===== src/rtl/gpr_wb_arbiter.sv =====
// Write-port arbiter for the GPR file: pipeline writeback (port 0) vs. mul/div results (port 1),
// with a busy scoreboard for outstanding mul/div destinations and a starvation guard for port 1.
module gpr_wb_arbiter #(
  parameter int STARVE_LIMIT = 4
) (
  input  logic        clk,
  input  logic        rst_n,
  input  logic        p0_valid,
  input  logic [4:0]  p0_addr,
  input  logic [31:0] p0_data,
  input  logic        p0_of_en,
  input  logic        p0_of_flag,
  output logic        p0_ready,
  input  logic        p1_valid,
  input  logic [4:0]  p1_addr,
  input  logic [31:0] p1_data,
  output logic        p1_ready,
  input  logic        iss_valid,
  input  logic [4:0]  iss_addr,
  output logic        iss_ready,
  input  logic [4:0]  chk_addr1,
  input  logic [4:0]  chk_addr2,
  output logic        chk_busy,
  output logic        gpr_wr_en,
  output logic [4:0]  gpr_wr_addr,
  output logic [31:0] gpr_wr_data,
  output logic        gpr_of_wr_en,
  output logic        gpr_of_flag
);

  localparam logic [3:0] STARVE_LIM = 4'(STARVE_LIMIT);

  logic [31:0] busy_q, busy_d;
  logic [3:0]  wait_q, wait_d;
  logic        wr_en_q;
  logic [4:0]  wr_addr_q;
  logic [31:0] wr_data_q;
  logic        of_wr_en_q;
  logic        of_flag_q;

  logic p0_elig;
  logic starve;
  logic iss_fire;

  assign iss_ready = !busy_q[iss_addr];
  assign chk_busy  = busy_q[chk_addr1] | busy_q[chk_addr2];
  assign p0_elig   = p0_valid && !busy_q[p0_addr];
  assign starve    = (wait_q >= STARVE_LIM);
  assign iss_fire  = iss_valid && iss_ready && (iss_addr != 5'd0);

  always_comb begin
    p0_ready = 1'b0;
    p1_ready = 1'b0;
    if (starve && p1_valid) begin
      p1_ready = 1'b1;
    end else if (p0_elig) begin
      p0_ready = 1'b1;
    end else begin
      p1_ready = p1_valid;
    end
  end

  // Per-register scoreboard update; a same-cycle issue beats the port-1 clear.
  assign busy_d[0] = 1'b0;
  generate
    for (genvar gi = 1; gi < 32; gi++) begin : g_busy
      logic set_bit;
      logic clr_bit;
      assign set_bit    = iss_fire && (iss_addr == 5'(gi));
      assign clr_bit    = p1_ready && (p1_addr == 5'(gi));
      assign busy_d[gi] = set_bit || (busy_q[gi] && !clr_bit);
    end
  endgenerate

  always_comb begin
    wait_d = wait_q;
    if (!p1_valid || p1_ready) begin
      wait_d = 4'd0;
    end else if (wait_q != 4'hF) begin
      wait_d = wait_q + 4'd1;
    end
  end

  always_ff @(posedge clk) begin
    if (!rst_n) begin
      busy_q     <= '0;
      wait_q     <= '0;
      wr_en_q    <= 1'b0;
      wr_addr_q  <= '0;
      wr_data_q  <= '0;
      of_wr_en_q <= 1'b0;
      of_flag_q  <= 1'b0;
    end else begin
      busy_q <= busy_d;
      wait_q <= wait_d;
      if (p0_ready) begin
        // An overflowing op updates only the flag, not its destination register.
        wr_en_q    <= (p0_addr != 5'd0) && !(p0_of_en && p0_of_flag);
        wr_addr_q  <= p0_addr;
        wr_data_q  <= p0_data;
        of_wr_en_q <= p0_of_en;
        of_flag_q  <= p0_of_flag;
      end else if (p1_ready) begin
        wr_en_q    <= (p1_addr != 5'd0);
        wr_addr_q  <= p1_addr;
        wr_data_q  <= p1_data;
        of_wr_en_q <= 1'b0;
      end else begin
        wr_en_q    <= 1'b0;
        of_wr_en_q <= 1'b0;
      end
    end
  end

  assign gpr_wr_en    = wr_en_q;
  assign gpr_wr_addr  = wr_addr_q;
  assign gpr_wr_data  = wr_data_q;
  assign gpr_of_wr_en = of_wr_en_q;
  assign gpr_of_flag  = of_flag_q;

endmodule


===== config.mk =====
export PLATFORM = sky130hd
export DESIGN_NAME = gpr_wb_arbiter
export DESIGN_NICKNAME = d
export VERILOG_FILES = /design/src/rtl/gpr_wb_arbiter.sv
export SDC_FILE = /design/constraint.sdc
export NUM_CORES = 1
export LEC_CHECK = 0
export BUFFER_PORTS_ARGS = -buffer_cell sky130_fd_sc_hd__clkbuf_2
export CAP_MARGIN = 20
export CORE_UTILIZATION = 50
export DETAILED_ROUTE_END_ITERATION = 12
export GPL_TIMING_DRIVEN = 0
export PLACE_DENSITY = 0.78
export RECOVER_POWER = 25
export SLEW_MARGIN = 25
export SYNTH_ARGS = -nofsm -noshare
export SYNTH_HDL_FRONTEND = slang
export SYNTH_SLANG_ARGS = --single-unit

===== constraint.sdc =====
create_clock -name clk -period 2.6 [get_ports clk]
set_input_delay 0.26 -clock clk [delete_from_list [all_inputs] [get_ports clk]]
set_output_delay 0.26 -clock clk [all_outputs]
set_load 0.005 [all_outputs]

### Word level (Yosys, flattened, before mapping)

Index checks and enable logic that the tools add are counted.

| word-level totals | value |
|---|---|
| register bits | 76 |
| input port bits | 96 |
| output and inout bits | 44 |
| logic and storage cells | 269 |

| cells by class | value |
|---|---|
| add/subtract/negate cells | 1 |
| order comparisons | 5 |
| equal/unequal tests | 63 |
| mux-type cells | 18 |
| bitwise operators | 2 |
| reduce and logical (&&, ||, !) cells | 172 |

Operators with widths:

| operator | count |
|---|---|
| 5-bit equality test (second input constant) | 32 |
| 1-bit logical AND | 99 |
| 5-bit by 4-bit equality test with 1-bit output (second input constant) | 16 |
| 32-bit 2-to-1 mux | 2 |
| 5-bit by 3-bit equality test with 1-bit output (second input constant) | 8 |
| 1-bit logical NOT | 35 |
| 1-bit logical OR | 32 |
| 5-bit by 6-bit less-than comparator with 1-bit output (second input constant) | 4 |
| 1-bit binary-select mux with 5-bit select | 4 |
| 5-bit by 2-bit equality test with 1-bit output (second input constant) | 4 |
| 5-bit nonzero test | 3 |
| 5-bit by 1-bit equality test with 1-bit output (second input constant) | 2 |
| 1-bit 2-to-1 mux | 10 |
| 5-bit 2-to-1 mux | 2 |
| 4-bit by 1-bit adder with 4-bit output (second input constant) | 1 |
| 4-bit by 3-bit greater-or-equal comparator with 1-bit output (second input constant) | 1 |
| 4-bit inequality test (second input constant) | 1 |
| 2-bit AND reduction | 1 |
| 2-bit nonzero test | 1 |
| 2-bit OR reduction | 1 |
| 1-bit inverter | 1 |
| 1-bit OR | 1 |

### Logic depth before layout (Yosys ltp)

Gate-level depths: netlist of run 1.

| depth | value |
|---|---|
| depth after elaboration | 10 |
| gate-level depth with buffers | 10 |
| mapped depth without buffers | 7 |

### Worst setup path after synthesis of run 1

OpenSTA, ideal clock, no wires.

| timing | value |
|---|---|
| path kind | input -> register |
| start point | input iss_addr[1] |
| end point | register busy_q[1] |
| library setup time | 77 ps |
| arrival | 2346 ps |
| required time | 2523 ps |
| slack | 177 ps |
| stages on the path | 8 |
| buffers on the path | 2 |
| cells stage by stage | clkbuf_1 > buf_1 > mux4_2 > nor2_1 > a211oi_1 > o311ai_1 > nand3_1 > o21ai_0 |

| between the ends | value |
|---|---|
| cells in the longest elaborated chain, start to end | 7 |
| elaborated cells on any way between the ends | 9 |
| classes of those cells | eq/ne (1); mux (2); reduce/logical (6) |

RTL lines:

| item | RTL line | source |
|---|---|---|
| start, declared | 19 | `input logic [4:0] iss_addr,` |
| 1-bit binary-select mux with 5-bit select | 45 | `assign iss_ready = !busy_q[iss_addr];` |
| 1-bit 2-to-1 mux (implied by the code) | 45 |  |
| 1-bit logical NOT | 45 |  |
| named net iss_ready | 20 | `output logic iss_ready,` |
| 1-bit logical AND (2 in series) | 49 | `assign iss_fire = iss_valid && iss_ready && (iss_addr != 5'd0);` |
| 1-bit logical AND | 69 | `assign set_bit = iss_fire && (iss_addr == 5'(gi));` |
| 1-bit logical OR | 71 | `assign busy_d[gi] = set_bit \|\| (busy_q[gi] && !clr_bit);` |
| end signal, assigned | 94 | `busy_q <= busy_d;` |
| end, declared | 33 | `logic [31:0] busy_q, busy_d;` |

The timed path passes the listed nets, and every way through them passes these cells. The select of a mux whose other input is x is not followed.
A chain may end at the register's enable or synchronous reset.

### Final worst setup path of run 1

| timing | value |
|---|---|
| start point | register busy_q[10] |
| end point | output p0_ready |

| between the ends | value |
|---|---|
| cells in the longest elaborated chain, start to end | 6 |

RTL lines:

| item | RTL line | source |
|---|---|---|
| 1-bit binary-select mux with 5-bit select | 47 | `assign p0_elig = p0_valid && !busy_q[p0_addr];` |
| 1-bit 2-to-1 mux (implied by the code) | 47 |  |
| 1-bit logical NOT | 47 |  |
| 1-bit logical AND | 47 |  |
| 1-bit 2-to-1 mux | 56 | `end else if (p0_elig) begin` |
| 1-bit 2-to-1 mux | 54 | `if (starve && p1_valid) begin` |
| end, declared | 13 | `output logic p0_ready,` |

Every way passes these cells. The select of a mux whose other input is x is not followed.

==> impl_metrics.csv, run 1 <==
group,metric,value,unit
detailed_routing,vias_per_cell,6.73,
run_status,run_status,"complete, but fails checks",
grt,antenna_found_initial,0,
clock_network,htreeDepth,3,
setup_path,slowest_stage,"mux4_2",
sta,fmax,381,MHz
clock_network,cts_buffers,9,
clock_network,ctsRootBufferMaster,"clkbuf_8",
final_layout,nets,685,
floorplanning,die_area,9710,um2
setup_path,crit_type,"reg -> out",
grt,grt_max_degree,14,
floorplanning,io_pins,140,
sta,final-setup-viol-count,2,
setup_path,path_buf_inv,4,
power_and_ir_drop,power_density,490,nW/um2
setup_path,critPathArrivalTime,2.37,ns
clock_network,cts.path.max_buffers,2,
floorplanning,die_h,98.6,um
placement,portBuffers,128,
synth,synth_area,4660,um2
power_and_ir_drop,p_sw,0.811,mW
synth,ys_seq_elements,75,
power_and_ir_drop,switching_share,28.3,%
worst_hold_path,min_path_type,"in -> reg",
sta,relSlewSlack,54.7,%
floorplanning,die_w,98.6,um
power_and_ir_drop,p_clk_share,35.0,%
power_and_ir_drop,ir_worst_vdd,0.000323,V
synth,synth_cell_types,46,
synth,yosysMostFrequentCell,"dfxtp_1",
setup_path,critPathCaptureType,"output port",
setup_path,worstPathRequired,2.34,ns
grt,grt_pass1_vias,4641,
setup_path,start_kind,"flip-flop",
sta,report.final.slew_viol_count,0,
synth,synth_top_area_share,32.2,%
sta,min_period,2.63,ns
clock_network,cts_num_sinks,75,
power_and_ir_drop,power.leakage,2.33,nW
synth,synthTopCellsByArea,"dfxtp_1, mux4_2, mux2_2",
floorplanning,rows,34,
synth,ys_seq_area_share,32.2,%
synth,synth_top_area_cell,"dfxtp_1",
synth,ys_async_sr_fraction,0,%
detailed_routing,vias,4710,
grt,grt_overflow,0,
setup_path,cpPeakStageDelay,0.51,ns
sta,final.period_utilization,101,%
final_layout,diodes,0,
synth,yosys-top-cells-count,"dfxtp_1, mux2_2, o21a_1, clkbuf_1, o311ai_1",
sta,rsz0062_at_grt,"yes",
power_and_ir_drop,pwr-share-comb,21.6,%
floorplanning,start_util,52.4,%
synth,synth_area_per_cell,10.7,um2
detailed_routing,drt_iter0_drc,557,
clock_network,cts_hold_buffers,0,
power_and_ir_drop,power,2.86,mW
setup_path,crit_family,"multiplexers",
placement,gp_congestion,0.928,
clock_network,clkLatencyLatePin,0.36,ns
final_layout,drive_gt1_share,47.3,%
sta,finalHoldViolations,0,
final_layout,fillerInstances,732,
final_layout,instances_no_fill,700,
detailed_routing,drt-pass1-iter-count,5,
power_and_ir_drop,internal_power,2.05,mW
synth,synth_nets,532,
synth,netlist_instances,435,
run_status,violations,"setup timing",
detailed_routing,drcViolationCount,0,
floorplanning,core-area,8890,um2
synth,synth_edf_count,0,
grt,grt_use_total,29.8,%
detailed_routing,routed_wl,14.8,mm
setup_path,crit_fanout,7,
clock_network,cts_tree,"done",
sta,finClkSkew,0.0179,ns
sta,worst_pin_slew,0.680,ns
detailed_routing,ant_nets,0,
setup_path,cp_common_cell,"buf_6",
power_and_ir_drop,p_seq_share,43.4,%
flow_run,max_cap_viol_count,0,
detailed_routing,wl_per_cell,21.1,um
final_layout,area_growth,25.4,%
synth,yosys_warnings,0,
clock_network,clkSlewWorstSetupHoldPaths,0.09,ns
synth,ys.flop_type,"dfxtp_1",
placement,dp_hpwl,11.0,mm
placement,pre_cts_ws,-0.501,ns
placement,dp_cells,671,
setup_path,worstPathCellList,"mux2i_1, mux4_2, and3b_2, o31ai_4, buf_6, inv_6, buf_6, clkbuf_2",
sta,fin_ws,-0.0260,ns
grt,grt_pass1_wl,23.0,mm
==> sequential cells by signal, indices dropped and copies added (netlist names) <==
| signal | count |
|---|---|
| wait_q | 4 |
| busy_q | 31 |
| gpr_wr_en | 1 |
| gpr_wr_addr | 5 |
| gpr_of_flag | 1 |
| gpr_of_wr_en | 1 |
| gpr_wr_data | 32 |
==> through the flow <==
step,hold slack (ns),TNS (ns),util [%],instance area (um2)
final,0.115,-0.0292,65.7,5850
after global routing,0.119,-0.142,65.7,5850
after global placement,0.453,-12.02,61.2,5440
after detailed placement,0.463,-16.15,61.2,5440
after CTS,0.113,-0.0000229,64.3,5720
after floorplan,0.384,0,-,4660
==> power groups by stage <==
stage               registers, mW  logic [mW]  clock network, mW
global placement             1.27       0.563                  0
detailed placement           1.28       0.581                  0
CTS                          1.25       0.597               1.01
floorplan                    1.28       0.347                  0
global route                 1.25       0.661               1.06
finish                       1.24       0.618               1.00
==> final timing paths <==
check / startpoint / to / slack (ns) / depth (start not counted)
hold reg to reg: gpr_of_flag / gpr_of_flag / 0.47 / 2
setup / recovery: busy_q[10] / p0_ready / -0.03 / 8
hold / removal: p1_data[17] / gpr_wr_data[17] / 0.12 / 2
setup reg to reg: busy_q[10] / busy_q[27] / 0.01 / 10
==> routing by layer <==
layer / vias to the layer above / global-route usage, % / routed length, um
met5: - / 0 / 0
met4: 0 / 13.0 / 495
met3: 59 / 7.45 / 1570
met2: 311 / 49.7 / 7120
met1: 2267 / 36.8 / 5610
li1: 2073 / - / -
==> kinds of logic (layout without fill, tap and decap cells) <==
kind of cell	Yosys count	in the layout	synth area share [%]
xor+xnor	1	1	0.188
fa+ha+maj	1	1	0.268
compound gates	152	152	27.1
flops	75	75	32.2
other cells	1	1	0.0804
mux	91	91	28.0
buf+inv	47	204	4.35
simple gates	67	67	7.78
==> final cells by class <==
| type | count | area (um2) | share of cell area, % |
|---|---|---|---|
| Buffer | 42 | 211 | 3.62 |
| Clock buffer | 9 | 124 | 2.12 |
| Clock inverter | 6 | 88.8 | 1.52 |
| Inverter | 3 | 16.3 | 0.278 |
| Multi-Input combinational cell | 313 | 2990 | 51.1 |
| Sequential cell | 75 | 1540 | 26.3 |
| Tap cell | 108 | 135 | 2.31 |
| Timing Repair Buffer | 144 | 746 | 12.8 |
==> timing repair <==
item,CTS,global route
pin swaps,2,5
gates resized for setup,10,33
setup endpoints to repair,33,48
setup buffers,4,12
==> layout by cell type (no fill, tap or decap), drive strengths merged, types with 2 or more instances in the layout <==
cell type / instances
a211oi: 2
a21boi: 2
and2: 2
and3: 2
buf: 28
bufinv: 2
clkbuf: 167
clkinvlp: 2
dfxtp: 75
inv: 4
mux2: 45
mux2i: 19
mux4: 27
nand2: 18
nand2b: 2
nand3: 8
nand3b: 9
nor2: 9
nor2b: 4
nor3: 4
o21a: 36
o21ai: 35
o221a: 36
o311a: 2
o311ai: 32
or3: 2
or3b: 3
No activity file was read; power rests on OpenSTA's default activity.
==> run 2, diff against run 1 <==
Settings changed: BUFFER_PORTS_ARGS -buffer_cell sky130_fd_sc_hd__clkbuf_2 to default, DONT_BUFFER_PORTS from default to 1, PLACE_DENSITY 0.78 to default.
==> run 2 against run 1 <==
Compared with the run above: the run now ends clean; total power is 0.16% higher; register-to-register slack better by 0.11 ns; final cell count is 20% lower.
==> impl_metrics.csv, run 2 (synthesis results as in run 1) <==
group,metric,value,unit
sta,tns,0,ns
setup_path,regToRegStartpoint,"busy_q[8]",
placement,dp_hpwl,10.0,mm
grt,antenna_found_initial,0,
sta,fin_ws,0.0663,ns
sta,final-setup-viol-count,0,
final_layout,fillerInstances,788,
sta,whs,0.0348,ns
setup_path,crit_fanout,10,
grt,grt_max_degree,13,
sta,finalHoldViolations,0,
grt,grt_pass1_wl,21.4,mm
final_layout,largest_reg_flops,32,
worst_hold_path,min-delay-start,"p1_data[5]",
floorplanning,io_pins,140,
detailed_routing,vias_per_cell,6.99,
sta,relSlewSlack,56.5,%
final_layout,nets,547,
sta,min_period,2.53,ns
final_layout,drive_gt1_share,33.8,%
detailed_routing,vias,3933,
sta,rsz0062_at_grt,"yes",
grt,grt_overflow,0,
placement,gp_congestion,0.881,
clock_network,cts.path.max_buffers,2,
power_and_ir_drop,power_density,555,nW/um2
final_layout,final_util,58.2,%
power_and_ir_drop,power.leakage,1.79,nW
final_layout,area_growth,10.9,%
power_and_ir_drop,ir_worst_vdd,0.000318,V
power_and_ir_drop,power,2.87,mW
setup_path,crit_path_start,"busy_q[8]",
run_status,run_status,"finished, final reports clean",
placement,pre_cts_ws,-0.614,ns
floorplanning,die_h,98.6,um
setup_path,cpPeakStageDelay,0.46,ns
detailed_routing,wl_per_cell,24.0,um
clock_network,clkLatencyLatePin,0.35,ns
floorplanning,start_util,52.4,%
floorplanning,rows,34,
clock_network,cts_hold_buffers,0,
flow_run,max_cap_viol_count,0,
setup_path,worstPathCellList,"mux2i_1, mux4_2, and3b_1, o31ai_4, buf_4, and2_1",
setup_path,slowest_stage,"mux4_2",
floorplanning,core-area,8890,um2
placement,dp_cells,543,
final_layout,final_common_cell,"dfxtp_1",
floorplanning,die_area,9710,um2
clock_network,ctsRootBufferMaster,"clkbuf_8",
setup_path,path_buf_inv,1,
sta,report.final.slew_viol_count,0,
setup_path,worstPathRequired,2.34,ns
sta,finClkSkew,0.0124,ns
clock_network,cts_num_sinks,75,
setup_path,crit_type,"reg -> out",
clock_network,cts_tree,"done",
final_layout,diodes,0,
sta,fmax,395,MHz
final_layout,instances_no_fill,563,
setup_path,start_kind,"flip-flop",
final_layout,mostFrequentLayoutCells,"dfxtp_1, mux2_2, o21a_1",
detailed_routing,ant_nets,0,
clock_network,htreeDepth,3,
setup_path,crit_family,"multiplexers",
detailed_routing,routed_wl,13.5,mm
grt,grt_use_total,28.2,%
detailed_routing,drt-pass1-iter-count,5,
clock_network,clkSlewWorstSetupHoldPaths,0.09,ns
sta,worst_pin_slew,0.653,ns
setup_path,critPathCaptureType,"output port",
setup_path,critPathArrivalTime,2.27,ns
placement,postPlaceCellArea,4800,um2
clock_network,cts_buffers,9,
placement,portBuffers,0,
final_layout,design_area,5170,um2
detailed_routing,drt_iter0_drc,249,
detailed_routing,drcViolationCount,0,
grt,grt_pass1_vias,3965,
worst_hold_path,min_path_type,"in -> reg",
sta,final.period_utilization,97.4,%
floorplanning,die_w,98.6,um
-- run 2: repair_timing --
| item | 4_1_cts | 5_1_grt |
|---|---|---|
| gates resized for setup | 3 | 22 |
| pin swaps | 1 | 3 |
| setup buffers | 4 | 1 |
| endpoints found under the setup margin | 32 | 62 |
-- run 2: report_power, final --
| part | switching (mW) | internal (mW) |
|---|---|---|
| Clock | 0.445 | 0.716 |
| Sequential | 0.0522 | 1.21 |
| Combinational | 0.228 | 0.216 |
-- run 2: worst paths after layout --
check | endpoint | slack (ns) | cells past startpoint
max | p1_ready | 0.07 | 6
min | gpr_wr_data[5] | 0.03 | 1
max reg2reg | busy_q[17] | 0.12 | 9
min reg2reg | gpr_of_flag | 0.50 | 2
-- run 2: layout make-up --
| type | instances | area, um2 | share of cell area, % |
|---|---|---|---|
| multi-input combinational | 313 | 3010 | 58.2 |
| inverter | 3 | 11.3 | 0.218 |
| clock inverter | 4 | 95.1 | 1.84 |
| timing repair buffer | 5 | 37.5 | 0.726 |
| tap | 108 | 135 | 2.61 |
| clock buffer | 12 | 165 | 3.19 |
| sequential | 75 | 1520 | 29.4 |
| buffer | 43 | 195 | 3.77 |
-- run 2: layer usage --
| metal | up-vias | part of all wire [%] | global-route usage, % |
|---|---|---|---|
| met2 | 188 | 44 | 42.6 |
| met5 | - | 0 | 0 |
| met3 | 26 | 9.5 | 8.01 |
| met4 | 0 | 2.6 | 9.87 |
| li1 | 1802 | - | - |
| met1 | 1917 | 44 | 38.8 |
